## config.mk

```make
export PLATFORM = sky130hd
export DESIGN_NAME = cont_bcd
export DESIGN_NICKNAME = d
export VERILOG_FILES = /design/src/rtl/cont_bcd_pkg.sv /design/src/rtl/cont_bcd_digit.sv /design/src/rtl/cont_bcd.sv
export SDC_FILE = /design/constraint.sdc
export NUM_CORES = 1
export LEC_CHECK = 0
export ABC_AREA = 1
export BUFFER_PORTS_ARGS = -buffer_cell sky130_fd_sc_hd__buf_2
export CORE_ASPECT_RATIO = 0.75
export CORE_UTILIZATION = 40
export CTS_CLUSTER_SIZE = 28
export DETAILED_ROUTE_END_ITERATION = 10
export GPL_TIMING_DRIVEN = 1
export PLACE_DENSITY = 0.67
export SYNTH_ARGS = -nofsm -noshare
export SYNTH_HDL_FRONTEND = slang
export SYNTH_SLANG_ARGS = --single-unit
```

## constraint.sdc

```tcl
create_clock -name clk_amostra -period 2.5 [get_ports clk_amostra]
set_input_delay 0.125 -clock clk_amostra [delete_from_list [all_inputs] [get_ports clk_amostra]]
set_output_delay 0.125 -clock clk_amostra [all_outputs]
set_load 0.005 [all_outputs]
```

## src/rtl/cont_bcd_pkg.sv

```systemverilog
// Shared types and constants for the 4-digit BCD event counter.
package cont_bcd_pkg;

    typedef logic [3:0] bcd_digit_t;

    localparam bcd_digit_t BCD_MAX    = 4'd9;
    localparam int         NUM_DIGITS = 4;

    // Next value of a single BCD digit on increment; any code at or above 9 rolls to 0
    function automatic bcd_digit_t bcd_next(input bcd_digit_t d);
        return (d >= BCD_MAX) ? '0 : d + 4'd1;
    endfunction

endpackage

```

## src/rtl/cont_bcd_digit.sv

```systemverilog
// One decade of the BCD counter: a 0..9 digit with clear, increment and carry out.
module bcd_digit
    import cont_bcd_pkg::*;
(
    input  logic       clk,
    input  logic       rst,
    input  logic       clr,
    input  logic       inc_in,
    output bcd_digit_t digit,
    output logic       carry_out
);

    // Digit register: async reset, then clear beats increment
    always_ff @(posedge clk or posedge rst) begin
        if (rst) begin
            digit <= '0;
        end else if (clr) begin
            digit <= '0;
        end else if (inc_in) begin
            digit <= bcd_next(digit);
        end
    end

    // Carry when this digit rolls over; an illegal code (>9) also rolls and carries
    assign carry_out = inc_in & (digit >= BCD_MAX);

endmodule

```

## src/rtl/cont_bcd.sv

```systemverilog
// 4-digit decimal event counter (0000..9999) for the frequency-meter datapath.
// limp clears, hab opens the counting window; outputs come straight from the digit registers.
module cont_bcd
    import cont_bcd_pkg::*;
(
    input  logic       clk_amostra,
    input  logic       reset,
    input  logic       limp,
    input  logic       hab,
    output logic [3:0] cont_3,
    output logic [3:0] cont_2,
    output logic [3:0] cont_1,
    output logic [3:0] cont_0
);

    // inc[i] is the increment request into digit i; inc[NUM_DIGITS] is the full-scale rollover
    logic [NUM_DIGITS:0] inc;
    bcd_digit_t          digits [NUM_DIGITS];
    logic                top_carry_unused;

    assign inc[0] = hab;

    genvar i;
    generate
        for (i = 0; i < NUM_DIGITS; i++) begin : g_digit
            bcd_digit u_digit (
                .clk       (clk_amostra),
                .rst       (reset),
                .clr       (limp),
                .inc_in    (inc[i]),
                .digit     (digits[i]),
                .carry_out (inc[i+1])
            );
        end
    endgenerate

    // 9999 -> 0000 simply wraps; the final carry has no consumer
    assign top_carry_unused = inc[NUM_DIGITS];

    assign cont_0 = digits[0];
    assign cont_1 = digits[1];
    assign cont_2 = digits[2];
    assign cont_3 = digits[3];

endmodule

```

==> impl_metrics.yaml, run 1 <==
run_status:
  outcome: "finished, final reports clean"
global_route:
  grt_usage: 0.166
  grt_pass1_wl_mm: 3.72
  grt_pass1_vias: 828
  grt_antenna_before_repair: 0
  grt_overflow: 0
  grt_max_degree: 17
power_and_ir_drop:
  peakVddDrop_uv: 313
  powerDensity_mw_per_mm2: 574
  p_leak_nw: 0.671
detailed_routing:
  vias: 920
  firstDrtPassIters: 5
  wl_per_cell_um: 11.3
  ant_nets: 0
  drt_iter0_drc: 39
  drc_errors: 0
  routed_wl_mm: 2.12
  routed_via_density: 4.92
min_path:
  holdPathStages: 4
  hold_path_class: "input port to flop"
  hp-start: "limp"
floorplanning:
  die_area_mm2: 0.00295
  dieWidth_um: 62.3
  start_util: 0.420
  num_rows: 16
  coreArea_mm2: 0.00260
  io_pins: 20
  die_h_um: 47.3
worst_setup_path:
  r2r-start: "g_digit[0].u_digit.digit[1]$_DFFE_PP0P_"
  crit_top_cell: "nand2_1"
  crit_type: "flop to flop"
  crit_path_end_kind: "flop"
  slowest_delay_ns: 0.42
  critPathBufInv: 1
  path_cells: "inv_1, ha_1, nor2_2, nand2_2, nand3_4, nand2_4, nand3_2, nand2_1, nand2_1"
  worstSetupStartpoint: "g_digit[0].u_digit.digit[1]$_DFFE_PP0P_"
  worstPathRequired_ns: 2.68
  critPathArrivalTime_ns: 1.60
  path_max_fanout: 6
  cp.depth: 9
  cpMaxStageDelayCell: "dfrtp_1"
  critical_path.top_delay_family: "simple AND/OR/NAND/NOR gates"
  start_kind: "flop"
  r2r_cells: 9
sta:
  maxSlewViolCount: 0
  rsz0062_at_grt: "no"
  fin_hold_ws_ns: 0.154
  timing.final.hold_violations: 0
  max_freq_mhz: 707
  worstMarginPinSlew_ns: 0.609
  slew_headroom: 0.594
  fin_ws_ns: 1.09
  setup_viol: 0
  finalCriticalPeriod_ns: 1.41
  finalCritPeriodShare: 0.565
  fin_skew_ns: 0.00594
  fin_setup_tns_ns: 0
logic_synthesis:
  yosys.area.top_type: "dfrtp_1"
  synth_area_leaders: "dfrtp_1, ha_1, nand2_1, nand3_1, inv_1"
  yosysUniqueCellTypes: 24
  avgSynthCellArea_um2: 8.53
  yosysWarnings: 0
  syn_area_mm2: 0.00109
  ys_seq_area_frac: 0.367
  ys_seq_elements: 16
  synth.top_cell.area_share: 0.367
  synth_cells: 128
  syn_nets: 144
cells_and_area:
  nets: 168
  drive_gt1_frac: 0.238
  area_delta_synth_final_pct: 16.0
  reg.largest.list: "g_digit.u_digit.digit (16)"
  antenna_cells: 0
  largest_register_ffs: 16
  regMostFlops: "g_digit.u_digit.digit"
clock_network:
  postCtsSetupBuffers: 0
  cts_max_level: 1
  clk_latency_ns: 0.29
  clk_pin_slew_ns: 0.10
  cts_buffers: 3
  cts_tree: "built"
  clockBufferDepth: 2
  clkSinkCount: 16
  clockRootBuffer: "clkbuf_4"
placed_design:
  io_buffers: 19
  place_congestion: 0.862
  pre_cts_ws_ns: 1.09
  hpwl_mm: 1.61
flow_run:
  drv_cap: 0
logic make-up after synthesis:
| kind of cell | Yosys count | synth area share |
|---|---|---|
| AO/OA/AOI/OAI | 16 | 0.0928 |
| XOR/XNOR | 5 | 0.0401 |
| adder cells (fa/ha/maj) | 12 | 0.137 |
| buffers and inverters | 19 | 0.0722 |
| flip-flops | 16 | 0.367 |
| AND/OR/NAND/NOR | 60 | 0.291 |
cell usage in the layout (no fill, tap or decap):
| master | n |
|---|---|
| ha_1 | 12 |
| o21bai_1 | 1 |
| nand3_1 | 17 |
| o21ai_2 | 1 |
| inv_2 | 1 |
| nand3_2 | 1 |
| o21ai_1 | 3 |
| nor2_1 | 7 |
| nand2_4 | 2 |
| inv_1 | 17 |
| nand4_1 | 3 |
| o22ai_1 | 1 |
| nand2_1 | 23 |
| clkbuf_8 | 1 |
| dfrtp_1 | 16 |
| dlygate4sd3_1 | 1 |
| nand2_2 | 4 |
| a21oi_1 | 5 |
| xor2_1 | 3 |
| o21bai_4 | 1 |
| clkbuf_4 | 3 |
| o21ai_0 | 4 |
| nand3b_4 | 1 |
| nand3_4 | 1 |
| nor2_2 | 1 |
| buf_2 | 19 |
| xnor2_1 | 2 |
worst paths after layout:
kind	endpoint	slack, ns
worst min register to register	g_digit[2].u_digit.digit[3]$_DFFE_PP0P_	0.56
worst min-delay path	g_digit[1].u_digit.digit[3]$_DFFE_PP0P_	0.15
min in group asynchronous	g_digit[0].u_digit.digit[3]$_DFFE_PP0P_	0.44
max in group asynchronous	g_digit[3].u_digit.digit[2]$_DFFE_PP0P_	1.66
worst max register to register	g_digit[3].u_digit.digit[1]$_DFFE_PP0P_	1.09
worst max-delay path	g_digit[3].u_digit.digit[1]$_DFFE_PP0P_	1.09
layer usage:
| metal | share of wire | vias to the layer above | global-route usage | wire [um] |
|---|---|---|---|---|
| li1 | - | 463 | - | - |
| met1 | 0.52 | 435 | 0.221 | 1100 |
| met2 | 0.42 | 20 | 0.264 | 888 |
| met3 | 0.045 | 2 | 0.0437 | 95 |
| met4 | 0.013 | 0 | 0.0698 | 27 |
| met5 | 0 | - | 0 | 0 |
layout make-up:
class                           instances  area, um2
Timing Repair Buffer                   20        105
Multi-Input combinational cell         93        613
Tap cell                               36       45.0
Inverter                               18       67.6
Clock buffer                            4       36.3
Fill cell                             255       1340
Sequential cell                        16        400
power breakdown:
group	internal, mW	switching [mW]	total [mW]
Clock	0.0887	0.0857	0.174
Sequential	0.291	0.0544	0.345
Combinational	0.0941	0.114	0.208
synthesized netlist by cell type, drive strengths merged:
cell,n
a21oi,5
buf,1
dfrtp,16
ha,12
inv,18
nand2,29
nand3,19
nand3b,1
nand4,3
nor2,8
o21ai,8
o21bai,2
o22ai,1
xnor2,2
xor2,3
timing repair:
item                      CTS  global route
hold endpoints to repair   16             0
hold buffers                1             0
resized for setup           0             0
per-stage QoR:
stage | power, mW | util | cell area (um2) | cells
2_1_floorplan | 0.484 | - | 1090 | 128
3_3_place_gp | 0.547 | 0.469 | 1220 | 182
3_5_place_dp | 0.556 | 0.469 | 1220 | 182
4_1_cts | 0.735 | 0.487 | 1270 | 187
5_1_grt | 0.781 | 0.487 | 1270 | 187
6_report | 0.728 | 0.487 | 1270 | 187
worst register-to-register path, stage by stage, from the launching register on:
cell and delay, ns:
dfrtp_1 0.42, inv_1 0.11, ha_1 0.17, nor2_2 0.04, nand2_2 0.08, nand3_4 0.11
nand2_4 0.13, nand3_2 0.11, nand2_1 0.08, nand2_1 0.05
(Power assumes the default switching activity.)
==> run 2: changes to the inputs <==
--- a/config.mk
+++ b/config.mk
@@ -12,7 +12,7 @@
 export CTS_CLUSTER_SIZE = 28
 export DETAILED_ROUTE_END_ITERATION = 10
 export GPL_TIMING_DRIVEN = 1
-export PLACE_DENSITY = 0.67
+export PLACE_DENSITY = 0.69
 export SYNTH_ARGS = -nofsm -noshare
 export SYNTH_HDL_FRONTEND = slang
 export SYNTH_SLANG_ARGS = --single-unit
==> constraint.sdc (replaced) <==
create_clock -name clk_amostra -period 1.17 [get_ports clk_amostra]
set_input_delay 0.0585 -clock clk_amostra [delete_from_list [all_inputs] [get_ports clk_amostra]]
set_output_delay 0.0585 -clock clk_amostra [all_outputs]
set_load 0.005 [all_outputs]
==> impl_metrics.yaml, run 2 (synthesis gave the netlist of run 1 again) <==
clock_network:
  clockRootBuffer: "clkbuf_4"
  cts_max_level: 1
  clk_latency_ns: 0.28
  cts_tree: "built"
  clkSinkCount: 16
  clockBufferDepth: 2
  clk_pin_slew_ns: 0.09
  cts_buffers: 3
sta:
  fin_setup_tns_ns: -2.26
  slew_headroom: 0.802
  timing.final.hold_violations: 0
  finalCritPeriodShare: 1.16
  setup_viol: 16
  max_freq_mhz: 739
  fin_ws_ns: -0.183
  fin_skew_ns: 0.00264
  rsz0062_at_grt: "yes"
  finalCriticalPeriod_ns: 1.35
  maxSlewViolCount: 0
  worstMarginPinSlew_ns: 0.297
worst_setup_path:
  path_cells: "inv_2, ha_4, nor2_4, nand2_2, nand3_4, nand2_4, nand2_4, nand2_1, o21ai_1"
  path_max_fanout: 6
  crit_top_cell: "nand2_4"
  critPathBufInv: 1
  critical_path.top_delay_family: "simple AND/OR/NAND/NOR gates"
  start_kind: "flop"
  crit_type: "flop to flop"
  slowest_delay_ns: 0.40
  critPathArrivalTime_ns: 1.53
  crit_path_end_kind: "flop"
  cpMaxStageDelayCell: "dfrtp_1"
  worstPathRequired_ns: 1.34
detailed_routing:
  drc_errors: 0
  firstDrtPassIters: 6
  routed_wl_mm: 2.56
  wl_per_cell_um: 12.4
  vias: 989
  routed_via_density: 4.78
  ant_nets: 0
  drt_iter0_drc: 18
floorplanning:
  start_util: 0.420
  die_area_mm2: 0.00295
  io_pins: 20
  dieWidth_um: 62.3
  num_rows: 16
  die_h_um: 47.3
  coreArea_mm2: 0.00260
global_route:
  grt_pass1_wl_mm: 4.18
  grt_pass1_vias: 942
  grt_max_degree: 17
  grt_usage: 0.186
  grt_antenna_before_repair: 0
  grt_overflow: 0
cells_and_area:
  largest_register_ffs: 16
  reg.largest.list: "g_digit.u_digit.digit (16)"
  regMostFlops: "g_digit.u_digit.digit"
  area_delta_synth_final_pct: 37.3
  antenna_cells: 0
  mostFrequentLayoutCells: "buf_4, nand2_1, buf_2, nand3_1, dfrtp_1"
  finish.utilization: 0.576
  nets: 188
  mostFrequentLayoutCell: "buf_4"
  drive_gt1_frac: 0.456
  fillers: 236
power_and_ir_drop:
  p_clk_frac: 0.186
  p_int_mw: 1.05
  p_sw_uw: 574
  peakVddDrop_uv: 734
  powerDensity_mw_per_mm2: 1090
  combPwrFrac: 0.382
  swShare: 0.352
  p_seq_frac: 0.432
  p_leak_nw: 0.788
placed_design:
  place_congestion: 0.833
  io_buffers: 19
  hpwl_mm: 1.92
run_status:
  outcome: "finished, violations left"
  violations: "negative setup slack"
min_path:
  hold_path_class: "input port to flop"
flow_run:
  drv_cap: 0
==> run 2: cell types whose count changed in the layout (fill, tap and decap cells not counted), moves of 2 or more <==
cell     previous run  this run
a21oi_2             0         4
o21ai_2             1         3
ha_2                0         3
inv_1              17        11
a21oi_1             5         1
o21ai_0             4         2
nand2_4             2         5
buf_4               0        20
inv_2               1         7
nand2_1            23        19
ha_1               12         8
==> run 2: path summary, 6_finish.rpt <==
kind	start	endpoint	slack [ns]	depth (start not counted)
max in group asynchronous	reset	g_digit[0].u_digit.digit[0]$_DFFE_PP0P_	0.66	4
worst max register to register	g_digit[0].u_digit.digit[1]$_DFFE_PP0P_	g_digit[2].u_digit.digit[2]$_DFFE_PP0P_	-0.18	9
min in group asynchronous	reset	g_digit[2].u_digit.digit[2]$_DFFE_PP0P_	0.31	4
worst min-delay path	hab	g_digit[0].u_digit.digit[3]$_DFFE_PP0P_	0.11	3
worst max-delay path	g_digit[0].u_digit.digit[1]$_DFFE_PP0P_	g_digit[2].u_digit.digit[2]$_DFFE_PP0P_	-0.18	9
worst min register to register	g_digit[3].u_digit.digit[3]$_DFFE_PP0P_	g_digit[3].u_digit.digit[3]$_DFFE_PP0P_	0.56	2
==> run 2: area by class of cell <==
type | instances | area [um2] | share of cell area
multi-input combinational | 93 | 704 | 0.470
inverter | 18 | 67.6 | 0.0450
clock buffer | 4 | 26.3 | 0.0175
tap | 36 | 45.0 | 0.0300
sequential | 16 | 402 | 0.268
timing repair buffer | 40 | 255 | 0.170
==> run 2: power by group through the flow <==
stage	combinational [mW]	clock, mW	sequential [mW]
after floorplan	0.309	0	0.732
after global placement	0.545	0	0.709
after detailed placement	0.564	0	0.716
after CTS	0.604	0.305	0.705
after global routing	0.715	0.336	0.715
final	0.623	0.303	0.704
==> run 2: through the flow <==
stage / setup slack, ns / hold WS [ns] / std cells / power, mW / area, um2
4_1_cts: -0.156 / 0.112 / 206 / 1.61 / 1470
2_1_floorplan: -0.106 / -0.0278 / 128 / 1.04 / 1120
3_3_place_gp: -0.144 / 0.0785 / 198 / 1.25 / 1370
3_5_place_dp: -0.210 / 0.0764 / 198 / 1.28 / 1370
5_1_grt: -0.259 / 0.107 / 207 / 1.77 / 1500
6_report: -0.183 / 0.109 / 207 / 1.63 / 1500
==> run 2: worst register-to-register path, cell delays in order (launching register included) <==
cell and delay, ns:
dfrtp_1 0.40, inv_2 0.10, ha_4 0.15, nor2_4 0.03, nand2_2 0.08, nand3_4 0.12, nand2_4 0.15, nand2_4 0.09
nand2_1 0.06, o21ai_1 0.06
==> run 2: layer usage <==
layer | up-vias | share of wire | wire [um] | track usage
met5 | - | 0 | 0 | 0
met3 | 4 | 0.041 | 106 | 0.0583
met2 | 18 | 0.46 | 1190 | 0.319
met1 | 460 | 0.49 | 1240 | 0.239
li1 | 507 | - | - | -
met4 | 0 | 0.0074 | 19 | 0.0419
==> run 2: timing repair <==
action | 4_1_cts | 5_1_grt
endpoints found under the hold margin | 16 | 0
pin swaps | 10 | 2
hold buffers | 1 | 0
resized for setup | 14 | 7
setup buffers | 3 | 1
endpoints found under the setup margin | 16 | 16
